**src/rtl/cam_pkg.sv**
```systemverilog
// Shared definitions for the camera pixel capture path.
package cam_pkg;

    typedef enum logic [1:0] {
        ST_IDLE,
        ST_WAIT_FE,
        ST_ACTIVE
    } cam_state_e;

    localparam int unsigned SYNC_STAGES       = 2;
    localparam int unsigned MAX_BYTES_PER_PIX = 4;

endpackage

```
**src/rtl/cam_sync_edge.sv**
```systemverilog
// Two-flop synchroniser plus one history flop for rise/fall pulses.
// q is stage 2; edges compare stage 2 against stage 3.
module cam_sync_edge #(
    parameter int unsigned WIDTH = 1
) (
    input  logic             clk,
    input  logic             rst,
    input  logic [WIDTH-1:0] d,
    output logic [WIDTH-1:0] q,
    output logic [WIDTH-1:0] rise,
    output logic [WIDTH-1:0] fall
);

    logic [WIDTH-1:0] s1_q, s2_q, s3_q;
    logic [WIDTH-1:0] s1_d, s2_d, s3_d;

    always_comb begin
        s1_d = d;
        s2_d = s1_q;
        s3_d = s2_q;
    end

    always_ff @(posedge clk) begin
        if (rst) begin
            s1_q <= '0;
            s2_q <= '0;
            s3_q <= '0;
        end else begin
            s1_q <= s1_d;
            s2_q <= s2_d;
            s3_q <= s3_d;
        end
    end

    assign q    = s2_q;
    assign rise = s2_q & ~s3_q;
    assign fall = ~s2_q & s3_q;

endmodule

```
**src/rtl/cam_pixel_capture.sv**
```systemverilog
// Camera pin oversampler, byte-to-pixel assembler, crop/decimate filter
// and single-entry valid/ready output register with drop accounting.
module cam_pixel_capture
    import cam_pkg::*;
#(
    parameter int unsigned DB_WIDTH      = 8,
    parameter int unsigned BYTES_PER_PIX = 2,
    parameter int unsigned X_WIDTH       = 11,
    parameter int unsigned Y_WIDTH       = 10,
    parameter int unsigned CNT_WIDTH     = 16
) (
    input  logic                              clk,
    input  logic                              rst,
    input  logic                              enable,
    input  logic                              cmos_pclk,
    input  logic                              cmos_href,
    input  logic                              cmos_vsync,
    input  logic [DB_WIDTH-1:0]               cmos_db,
    input  logic [X_WIDTH-1:0]                crop_x0,
    input  logic [X_WIDTH-1:0]                crop_x1,
    input  logic [Y_WIDTH-1:0]                crop_y0,
    input  logic [Y_WIDTH-1:0]                crop_y1,
    input  logic [1:0]                        decim,
    output logic                              m_valid,
    input  logic                              m_ready,
    output logic [DB_WIDTH*BYTES_PER_PIX-1:0] m_data,
    output logic                              m_sof,
    output logic                              m_eol,
    output logic [CNT_WIDTH-1:0]              frame_cnt,
    output logic [CNT_WIDTH-1:0]              drop_cnt,
    output logic                              overflow,
    output logic                              busy
);

    localparam int unsigned PIX_W    = DB_WIDTH * BYTES_PER_PIX;
    localparam logic [1:0]  LAST_IDX = 2'(BYTES_PER_PIX - 1);

    logic [2:0]          ctl_q, ctl_rise, ctl_fall;
    logic [DB_WIDTH-1:0] db_s, db_rise, db_fall;

    cam_sync_edge #(.WIDTH(3)) u_sync_ctl (
        .clk  (clk),
        .rst  (rst),
        .d    ({cmos_vsync, cmos_href, cmos_pclk}),
        .q    (ctl_q),
        .rise (ctl_rise),
        .fall (ctl_fall)
    );

    cam_sync_edge #(.WIDTH(DB_WIDTH)) u_sync_db (
        .clk  (clk),
        .rst  (rst),
        .d    (cmos_db),
        .q    (db_s),
        .rise (db_rise),
        .fall (db_fall)
    );

    logic pclk_rise, href_s, href_fall, vs_rise, vs_fall;
    assign pclk_rise = ctl_rise[0];
    assign href_s    = ctl_q[1];
    assign href_fall = ctl_fall[1];
    assign vs_rise   = ctl_rise[2];
    assign vs_fall   = ctl_fall[2];

    cam_state_e          state_q, state_d;
    logic [1:0]          idx_q, idx_d, hph_q, hph_d, vph_q, vph_d, dec_q, dec_d;
    logic [X_WIDTH-1:0]  x_q, x_d, cx0_q, cx0_d, cx1_q, cx1_d;
    logic [Y_WIDTH-1:0]  y_q, y_d, cy0_q, cy0_d, cy1_q, cy1_d;
    logic [PIX_W-1:0]    sr_q, sr_d, m_data_q, m_data_d;
    logic                sof_arm_q, sof_arm_d, m_valid_q, m_valid_d;
    logic                m_sof_q, m_sof_d, m_eol_q, m_eol_d, overflow_q, overflow_d;
    logic [CNT_WIDTH-1:0] frame_cnt_q, frame_cnt_d, drop_cnt_q, drop_cnt_d;

    logic [PIX_W+DB_WIDTH-1:0] cat;
    logic [PIX_W-1:0]          pix;
    logic [X_WIDTH:0]          eol_sum;
    logic                      complete, in_x, in_y, keep, eol;

    always_comb begin
        cat      = {sr_q, db_s};
        pix      = cat[PIX_W-1:0];
        complete = (state_q == ST_ACTIVE) && !vs_rise && pclk_rise && href_s
                   && (idx_q == LAST_IDX);
        in_x     = (x_q >= cx0_q) && (x_q <= cx1_q);
        in_y     = (y_q >= cy0_q) && (y_q <= cy1_q);
        keep     = complete && in_x && in_y && (hph_q == 2'd0) && (vph_q == 2'd0);
        eol_sum  = {1'b0, x_q} + {{(X_WIDTH-1){1'b0}}, dec_q} + (X_WIDTH+1)'(1);
        eol      = eol_sum > {1'b0, cx1_q};
    end

    always_comb begin
        state_d     = state_q;
        idx_d       = idx_q;
        hph_d       = hph_q;
        vph_d       = vph_q;
        dec_d       = dec_q;
        x_d         = x_q;
        y_d         = y_q;
        cx0_d       = cx0_q;
        cx1_d       = cx1_q;
        cy0_d       = cy0_q;
        cy1_d       = cy1_q;
        sr_d        = sr_q;
        sof_arm_d   = sof_arm_q;
        frame_cnt_d = frame_cnt_q;
        case (state_q)
            ST_IDLE: begin
                if (enable) state_d = ST_WAIT_FE;
            end
            ST_WAIT_FE: begin
                if (vs_fall) begin
                    if (enable) begin
                        state_d   = ST_ACTIVE;
                        cx0_d     = crop_x0;
                        cx1_d     = crop_x1;
                        cy0_d     = crop_y0;
                        cy1_d     = crop_y1;
                        dec_d     = decim;
                        x_d       = '0;
                        y_d       = '0;
                        idx_d     = '0;
                        hph_d     = '0;
                        vph_d     = '0;
                        sof_arm_d = 1'b1;
                    end else begin
                        state_d = ST_IDLE;
                    end
                end
            end
            ST_ACTIVE: begin
                if (vs_rise) begin
                    frame_cnt_d = frame_cnt_q + CNT_WIDTH'(1);
                    state_d     = enable ? ST_WAIT_FE : ST_IDLE;
                end else begin
                    if (pclk_rise && href_s) begin
                        sr_d = pix;
                        if (idx_q == LAST_IDX) begin
                            idx_d = '0;
                            if (x_q != '1) x_d = x_q + X_WIDTH'(1);
                            // Phase is anchored so that column crop_x0 is phase 0.
                            if (x_q >= cx0_q) hph_d = (hph_q == dec_q) ? 2'd0 : hph_q + 2'd1;
                        end else begin
                            idx_d = idx_q + 2'd1;
                        end
                    end
                    if (href_fall) begin
                        idx_d = '0;
                        hph_d = '0;
                        if (x_q != '0) begin
                            x_d = '0;
                            if (y_q != '1) y_d = y_q + Y_WIDTH'(1);
                            if (y_q >= cy0_q) vph_d = (vph_q == dec_q) ? 2'd0 : vph_q + 2'd1;
                        end
                    end
                end
            end
            default: state_d = ST_IDLE;
        endcase
    end

    always_comb begin
        m_valid_d  = m_valid_q;
        m_data_d   = m_data_q;
        m_sof_d    = m_sof_q;
        m_eol_d    = m_eol_q;
        drop_cnt_d = drop_cnt_q;
        overflow_d = overflow_q;
        if (keep && m_valid_q && !m_ready) begin
            overflow_d = 1'b1;
            if (drop_cnt_q != '1) drop_cnt_d = drop_cnt_q + CNT_WIDTH'(1);
        end else if (keep) begin
            m_valid_d = 1'b1;
            m_data_d  = pix;
            m_sof_d   = sof_arm_q;
            m_eol_d   = eol;
        end else if (m_valid_q && m_ready) begin
            m_valid_d = 1'b0;
        end
    end

    // sof stays armed across a dropped first pixel.
    logic sof_arm_final;
    assign sof_arm_final = (keep && !(m_valid_q && !m_ready)) ? 1'b0 : sof_arm_d;

    always_ff @(posedge clk) begin
        if (rst) begin
            state_q     <= ST_IDLE;
            idx_q       <= '0;
            hph_q       <= '0;
            vph_q       <= '0;
            dec_q       <= '0;
            x_q         <= '0;
            y_q         <= '0;
            cx0_q       <= '0;
            cx1_q       <= '0;
            cy0_q       <= '0;
            cy1_q       <= '0;
            sr_q        <= '0;
            sof_arm_q   <= 1'b0;
            frame_cnt_q <= '0;
            m_valid_q   <= 1'b0;
            m_data_q    <= '0;
            m_sof_q     <= 1'b0;
            m_eol_q     <= 1'b0;
            drop_cnt_q  <= '0;
            overflow_q  <= 1'b0;
        end else begin
            state_q     <= state_d;
            idx_q       <= idx_d;
            hph_q       <= hph_d;
            vph_q       <= vph_d;
            dec_q       <= dec_d;
            x_q         <= x_d;
            y_q         <= y_d;
            cx0_q       <= cx0_d;
            cx1_q       <= cx1_d;
            cy0_q       <= cy0_d;
            cy1_q       <= cy1_d;
            sr_q        <= sr_d;
            sof_arm_q   <= sof_arm_final;
            frame_cnt_q <= frame_cnt_d;
            m_valid_q   <= m_valid_d;
            m_data_q    <= m_data_d;
            m_sof_q     <= m_sof_d;
            m_eol_q     <= m_eol_d;
            drop_cnt_q  <= drop_cnt_d;
            overflow_q  <= overflow_d;
        end
    end

    assign m_valid   = m_valid_q;
    assign m_data    = m_data_q;
    assign m_sof     = m_sof_q;
    assign m_eol     = m_eol_q;
    assign frame_cnt = frame_cnt_q;
    assign drop_cnt  = drop_cnt_q;
    assign overflow  = overflow_q;
    assign busy      = (state_q == ST_ACTIVE);

    logic unused_ok;
    assign unused_ok = ^{ctl_q[0], ctl_q[2], ctl_rise[1], ctl_fall[0],
                         db_rise, db_fall, cat[PIX_W+DB_WIDTH-1:PIX_W]};

endmodule

```
**config.mk**
```make
export PLATFORM = sky130hd
export DESIGN_NAME = cam_pixel_capture
export DESIGN_NICKNAME = d
export VERILOG_FILES = /design/src/rtl/cam_pkg.sv /design/src/rtl/cam_sync_edge.sv /design/src/rtl/cam_pixel_capture.sv
export SDC_FILE = /design/constraint.sdc
export NUM_CORES = 1
export LEC_CHECK = 0
export CAP_MARGIN = 20
export CORE_ASPECT_RATIO = 0.5
export CORE_MARGIN = 4
export CORE_UTILIZATION = 49
export CTS_CLUSTER_DIAMETER = 50
export DETAILED_ROUTE_END_ITERATION = 10
export PLACE_DENSITY = 0.76
export SLEW_MARGIN = 20
export SYNTH_ARGS = -nofsm -noshare
export SYNTH_HDL_FRONTEND = slang
export SYNTH_SLANG_ARGS = --single-unit
```
**constraint.sdc**
```tcl
create_clock -name clk -period 2.6 [get_ports clk]
set_clock_uncertainty 0.05 [all_clocks]
set_input_delay 0.52 -clock clk [delete_from_list [all_inputs] [get_ports clk]]
set_output_delay 0.52 -clock clk [all_outputs]
set_load 0.005 [all_outputs]
```
* Word level (Yosys, flattened, before mapping) *
Cells that the tools add are included.

storage, ports and cells
  bits in registers = 159
  ROM bits = 0
  latch bits = 0
  memories kept = 0
  RAM bits = 0
  output and inout port bits = 53

cells by class
  $lt $le $gt $ge = 5
  shift-type cells = 0
  $mul = 0
  eq/ne operators = 20
  bitwise operators = 6
  div/mod/pow operators = 0
  multiplexer cells = 44
  add/subtract/negate cells = 9
  reductions and logical operators = 38

operators by type and width
  operator                                               number
  two-way mux 11 bit                                     8
  two-way mux 10 bit                                     6
  two-way mux 2 bit                                      21
  adder 16 x 1 -> 16 bit, second input constant          2
  case mux 11 bit (2 select lines)                       1
  AND reduction 7 bit                                    3
  case mux 10 bit (2 select lines)                       1
  logical AND 1 bit                                      16
  inequality test 16 bit, second input constant          1
  adder 11 x 2 -> 12 bit                                 1
  adder 12 x 1 -> 12 bit, second input constant          1
  > comparator 12 x 11 -> 1 bit                          1
  case mux 2 bit (2 select lines)                        3
  adder 11 x 1 -> 11 bit, second input constant          1
  greater-or-equal comparator 11 bit                     1
  <= comparator 11 bit                                   1
  inequality test 11 bit, second input constant          1
  nonzero test 11 bit                                    1
  adder 10 x 1 -> 10 bit, second input constant          1
  greater-or-equal comparator 10 bit                     1
  <= comparator 10 bit                                   1
  inequality test 10 bit, second input constant          1
  inequality test 2 x 1 -> 1 bit, second input constant  5
  inequality test 3 x 1 -> 1 bit, second input constant  3
  other kinds (18)                                       40

* Logic depth before layout (Yosys ltp) *
  word-level depth = 15
  gate-level depth with buffers = 14

* Hierarchy *
Synthesis repeated with hierarchy kept, for this count alone.

unflattened totals
  cells, all modules = 962
  area total of the unflattened synthesis = 8,091.5 um^2

modules (own cells, without submodules)
  module                       area each (um^2)  cells an instance  times used
  cam_pixel_capture            7,024.2           872                1
  cam_sync_edge at u_sync_db   793.3             66                 1
  cam_sync_edge at u_sync_ctl  274.0             24                 1

* Worst setup path after synthesis *
No wires, ideal clock.

  path kind = register to register
  start = register x_q[0]
  end = register m_eol_q (netlist: m_eol)
  data required time = 2,417 ps
  cell stages (with the launch flop) = 14
  setup slack = -191 ps
  clock period less this slack = 2,791 ps
  arrival time = 2,608 ps
  cells stage by stage = dfxtp_1 > inv_1 > ha_1 > fa_1 > nor2_1 > nand3_1 > xnor2_1 > ha_1 > o21ai_0 > a21oi_1 > o31ai_1 > a21oi_1 > a41oi_1 > a211oi_1

on the way
  word-level cells in the longest chain between the ends = 10
  elaborated cells on any way between the ends = 14
  those cells by class = add/sub (2); order compare (3); bitwise (1); reduce/logical (8)

ends and longest elaborated chain
  item                                                             line                      RTL
  from (decl)                                                      cam_pixel_capture.sv:68   logic [X_WIDTH-1:0] x_q, x_d, cx0_q, cx0_d, cx1_q, cx1_d;
  from (signal assigned)                                           cam_pixel_capture.sv:193  x_q <= '0;
  from (signal assigned)                                           cam_pixel_capture.sv:214  x_q <= x_d;
  branches (longest 10 deep; another with adder 11 x 2 -> 12 bit)  -
  to (signal assigned)                                             cam_pixel_capture.sv:226  m_eol_q <= m_eol_d;
  to (decl)                                                        cam_pixel_capture.sv:72   logic m_sof_q, m_sof_d, m_eol_q, m_eol_d, overflow_q, overflow_d;

Several ways; the timed one is not identified.
A chain may end at the register's enable or synchronous reset.

* Final worst setup path *
  start = register cy1_q[9]
  end = register m_eol_q (netlist: m_eol)

on the way
  word-level cells in the longest chain between the ends = 9

ends and longest elaborated chain
  item                                line                      RTL
  from (decl)                         cam_pixel_capture.sv:69   logic [Y_WIDTH-1:0] y_q, y_d, cy0_q, cy0_d, cy1_q, cy1_d;
  from (signal assigned)              cam_pixel_capture.sv:219  cy1_q <= cy1_d;
  <= comparator 10 bit (*)            cam_pixel_capture.sv:86   in_y = (y_q >= cy0_q) && (y_q <= cy1_q);
  logical AND 1 bit (*)               cam_pixel_capture.sv:86
  logical AND 1 bit (*) (3 in a row)  cam_pixel_capture.sv:87   keep = complete && in_x && in_y && (hph_q == 2'd0) && (vph_q == 2'd0);
  logical AND 1 bit (2 in a row)      cam_pixel_capture.sv:169  if (keep && m_valid_q && !m_ready) begin
  NOT 1 bit (no line)                 -
  AND reduction 2 bit (no line) (*)   -

Every way passes the cells marked *; elsewhere a longest branch is shown, timed or not.

==> flow_metrics.py <==
metrics = {
    "grt": {
        "grt_overflow": 0,
        "grt_max_degree": 56,
        "grt_pass1_wl_microns": 32900,
        "first_global_vias": 6880,
        "antenna_found_initial": 0,
        "grt_usage": 0.223,
    },
    "layout": {
        "final_util": 0.670,
        "fillers": 1183,
        "diodes": 0,
        "multi_input_area_sq_mm": 0.00439,
        "layout-drive-gt1-share": 0.158,
        "seq_area_sq_mm": 0.00322,
        "final_cell_area_sq_mm": 0.0103,
        "final_nets": 1184,
        "syn2layout_area_growth_pct": 33.9,
    },
    "floorplanning": {
        "rows": 32,
        "die_w_microns": 185,
        "die_height_microns": 96.7,
        "initial_core_util": 0.500,
        "core-area_sq_mm": 0.0154,
        "die-area_sq_mm": 0.0179,
        "io_pins": 112,
    },
    "timing": {
        "slew_headroom": 0.593,
        "finalHoldViolCount": 0,
        "setup_viol": 9,
        "layout_min_cycle_time_ns": 2.65,
        "finalCritPeriodShare": 1.02,
        "max_freq_ghz": 0.378,
        "slew_viol_final": 0,
        "setup_tns_ns": -0.220,
        "setup_ws_ns": -0.0467,
        "rsz0062_at_grt": "true",
        "worstMarginPinSlew_ns": 0.611,
    },
    "worst_setup_path": {
        "arrival_ns": 2.93,
        "crit_path_max_fanout": 3,
        "crit_slowest_cell": "a2111oi_4",
        "worstPathRequired_ns": 2.89,
        "cp-end-kind": "flip-flop",
        "start_kind": "flip-flop",
        "startpoint": "cy1_q[9]",
        "cp_top_family": "compound AO/OA/AOI/OAI gates",
        "r2r_start": "cy1_q[9]",
        "slowest_delay_ns": 0.44,
        "path_class": "flip-flop to flip-flop",
        "crit_buf_inv": 5,
        "worstPathCellList": "inv_2 -> ha_4 -> and4_1 -> a2111oi_4 -> o22ai_4 -> buf_6 -> nor4b_4 -> buf_6 -> buf_4 -> buf_4 -> nor2_1 -> a211oi_1",
    },
    "clock_tree": {
        "root_buffer": "clkbuf_16",
        "worstSkewPairLatency_ns": 0.42,
        "hold_buffers": 0,
        "h-tree-depth": 4,
        "cts_buffers": 17,
        "cts_tree": "built",
        "clk_pin_slew_ns": 0.07,
        "clk_path_buf_depth": 2,
        "cts.sinks": 159,
    },
    "placed_design": {
        "gp_congestion": 0.903,
        "hpwl_microns": 13700,
        "dpl_cell_area_sq_mm": 0.00932,
        "io_buffer_count": 111,
    },
    "synthesis": {
        "synth_largest_area_cell": "dfxtp_1",
        "yosys_warnings": 0,
        "yosysTopAreaCellShare": 0.413,
        "synth_fp_nets": 1028,
        "ys_async_sr_fraction": 0,
        "syn_area_per_cell_sq_um": 8.51,
        "ys_seq_area_frac": 0.413,
        "ys_ff_latch": 159,
        "ys_top_cells_by_area": "dfxtp_1 (41%), ha_1 (10%), nand2_1 (6.2%), a21oi_1 (5.6%), mux2i_1 (3.9%)",
        "ys.flop_type": "dfxtp_1",
        "synth_edf_count": 0,
        "synth_cell_types": 64,
        "netlist_top_cells_count": "dfxtp_1 (159), nand2_1 (128), a21oi_1 (87), nor2_1 (80), ha_1 (62)",
        "netlist_area_sq_mm": 0.00771,
        "yosysMostFrequentCell": "dfxtp_1",
        "synthCells": 906,
    },
    "route": {
        "wl_microns": 19700,
        "routed_via_density": 5.33,
        "drtPass1Iterations": 5,
        "wire_per_inst_microns": 15.4,
        "remaining_drc_errors": 0,
        "dr_total_vias": 6819,
        "drtIter0Drc": 413,
        "ant_nets": 0,
    },
    "hold_path": {
        "hold_path_class": "flip-flop to flip-flop",
        "min-delay-start": "u_sync_db.s1_q[7]",
    },
    "power": {
        "power_leakage_nw": 3.86,
        "ir_drop_v": 0.000407,
        "power.density_mw_per_mm2": 504,
    },
    "run_status": {
        "status": "finished with violations",
        "failed_checks": "setup timing",
    },
    "flow_run": {
        "cap_violations": 0,
    },
}
state kept, by name, summed over array words and instances, names as in the netlist, 10 cells and up:
signal	cells
y_q	10
frame_cnt	16
m_data	16
x_q	11
cx0_q	11
cx1_q	11
drop_cnt	16
cy1_q	10
cy0_q	10
cells in the final DEF, fill, tap and decap left out, types with 23 or more instances in the layout:
master / instances
a21oi_1: 83
buf_4: 60
clkdlybuf4s50_1: 110
dfxtp_1: 135
ha_1: 53
inv_1: 51
mux2i_1: 27
nand2_1: 128
nand3_1: 26
nand4_1: 23
nor2_1: 78
nor2b_1: 29
o21ai_0: 23
power breakdown:
group | internal, mW | switching, mW
Clock | 1.44 | 1.07
Sequential | 2.45 | 0.00946
Combinational | 0.128 | 0.0934
stage by stage:
step / setup WS, ns / cells / hold slack, ns / total power [mW]
after floorplan: 0.00369 / 906 / 0.364 / 2.61
after global placement: -0.0212 / 1233 / 0.368 / 2.72
after detailed placement: -0.0988 / 1233 / 0.370 / 2.73
after CTS: -0.0215 / 1274 / 0.386 / 5.22
after global routing: -0.179 / 1279 / 0.406 / 5.36
final: -0.0467 / 1279 / 0.388 / 5.20
routing by layer:
metal	vias to the layer above	GRT usage	wire length, microns
met5	-	0	0
met4	0	0.0609	224
met3	26	0.0657	1230
met2	171	0.352	8940
met1	3204	0.300	9350
li1	3418	-	-
final cells by class:
type,count,share of cell area
Sequential cell,159,0.312
Timing Repair Buffer,176,0.159
Tap cell,204,0.0247
Clock buffer,19,0.0419
Inverter,59,0.0215
Clock inverter,13,0.0148
Multi-Input combinational cell,649,0.426
final timing paths:
kind | slack (ns) | depth (start not counted) | end
max | -0.05 | 12 | m_eol
min | 0.39 | 1 | u_sync_db.q[7]
max reg2reg | -0.05 | 12 | m_eol
min reg2reg | 0.39 | 1 | u_sync_db.q[7]
kinds of logic after synthesis:
logic type                 after synthesis  synth area share
muxes                                   31            0.0404
xor gates and xnor gates                34            0.0386
buffers and inverters                   99            0.0516
adders and majority gates               63             0.103
and+or+nand+nor                        358             0.227
DFF                                    159             0.413
AOI/OAI and AO/OA                      162             0.126
timing repair:
item,in CTS,in global routing
cloned,3,1
resized for setup,38,42
endpoints found under the setup margin,30,39
setup buffers,6,5
pin swaps,15,16
Note: power is estimated with default switching activity, not from simulation.
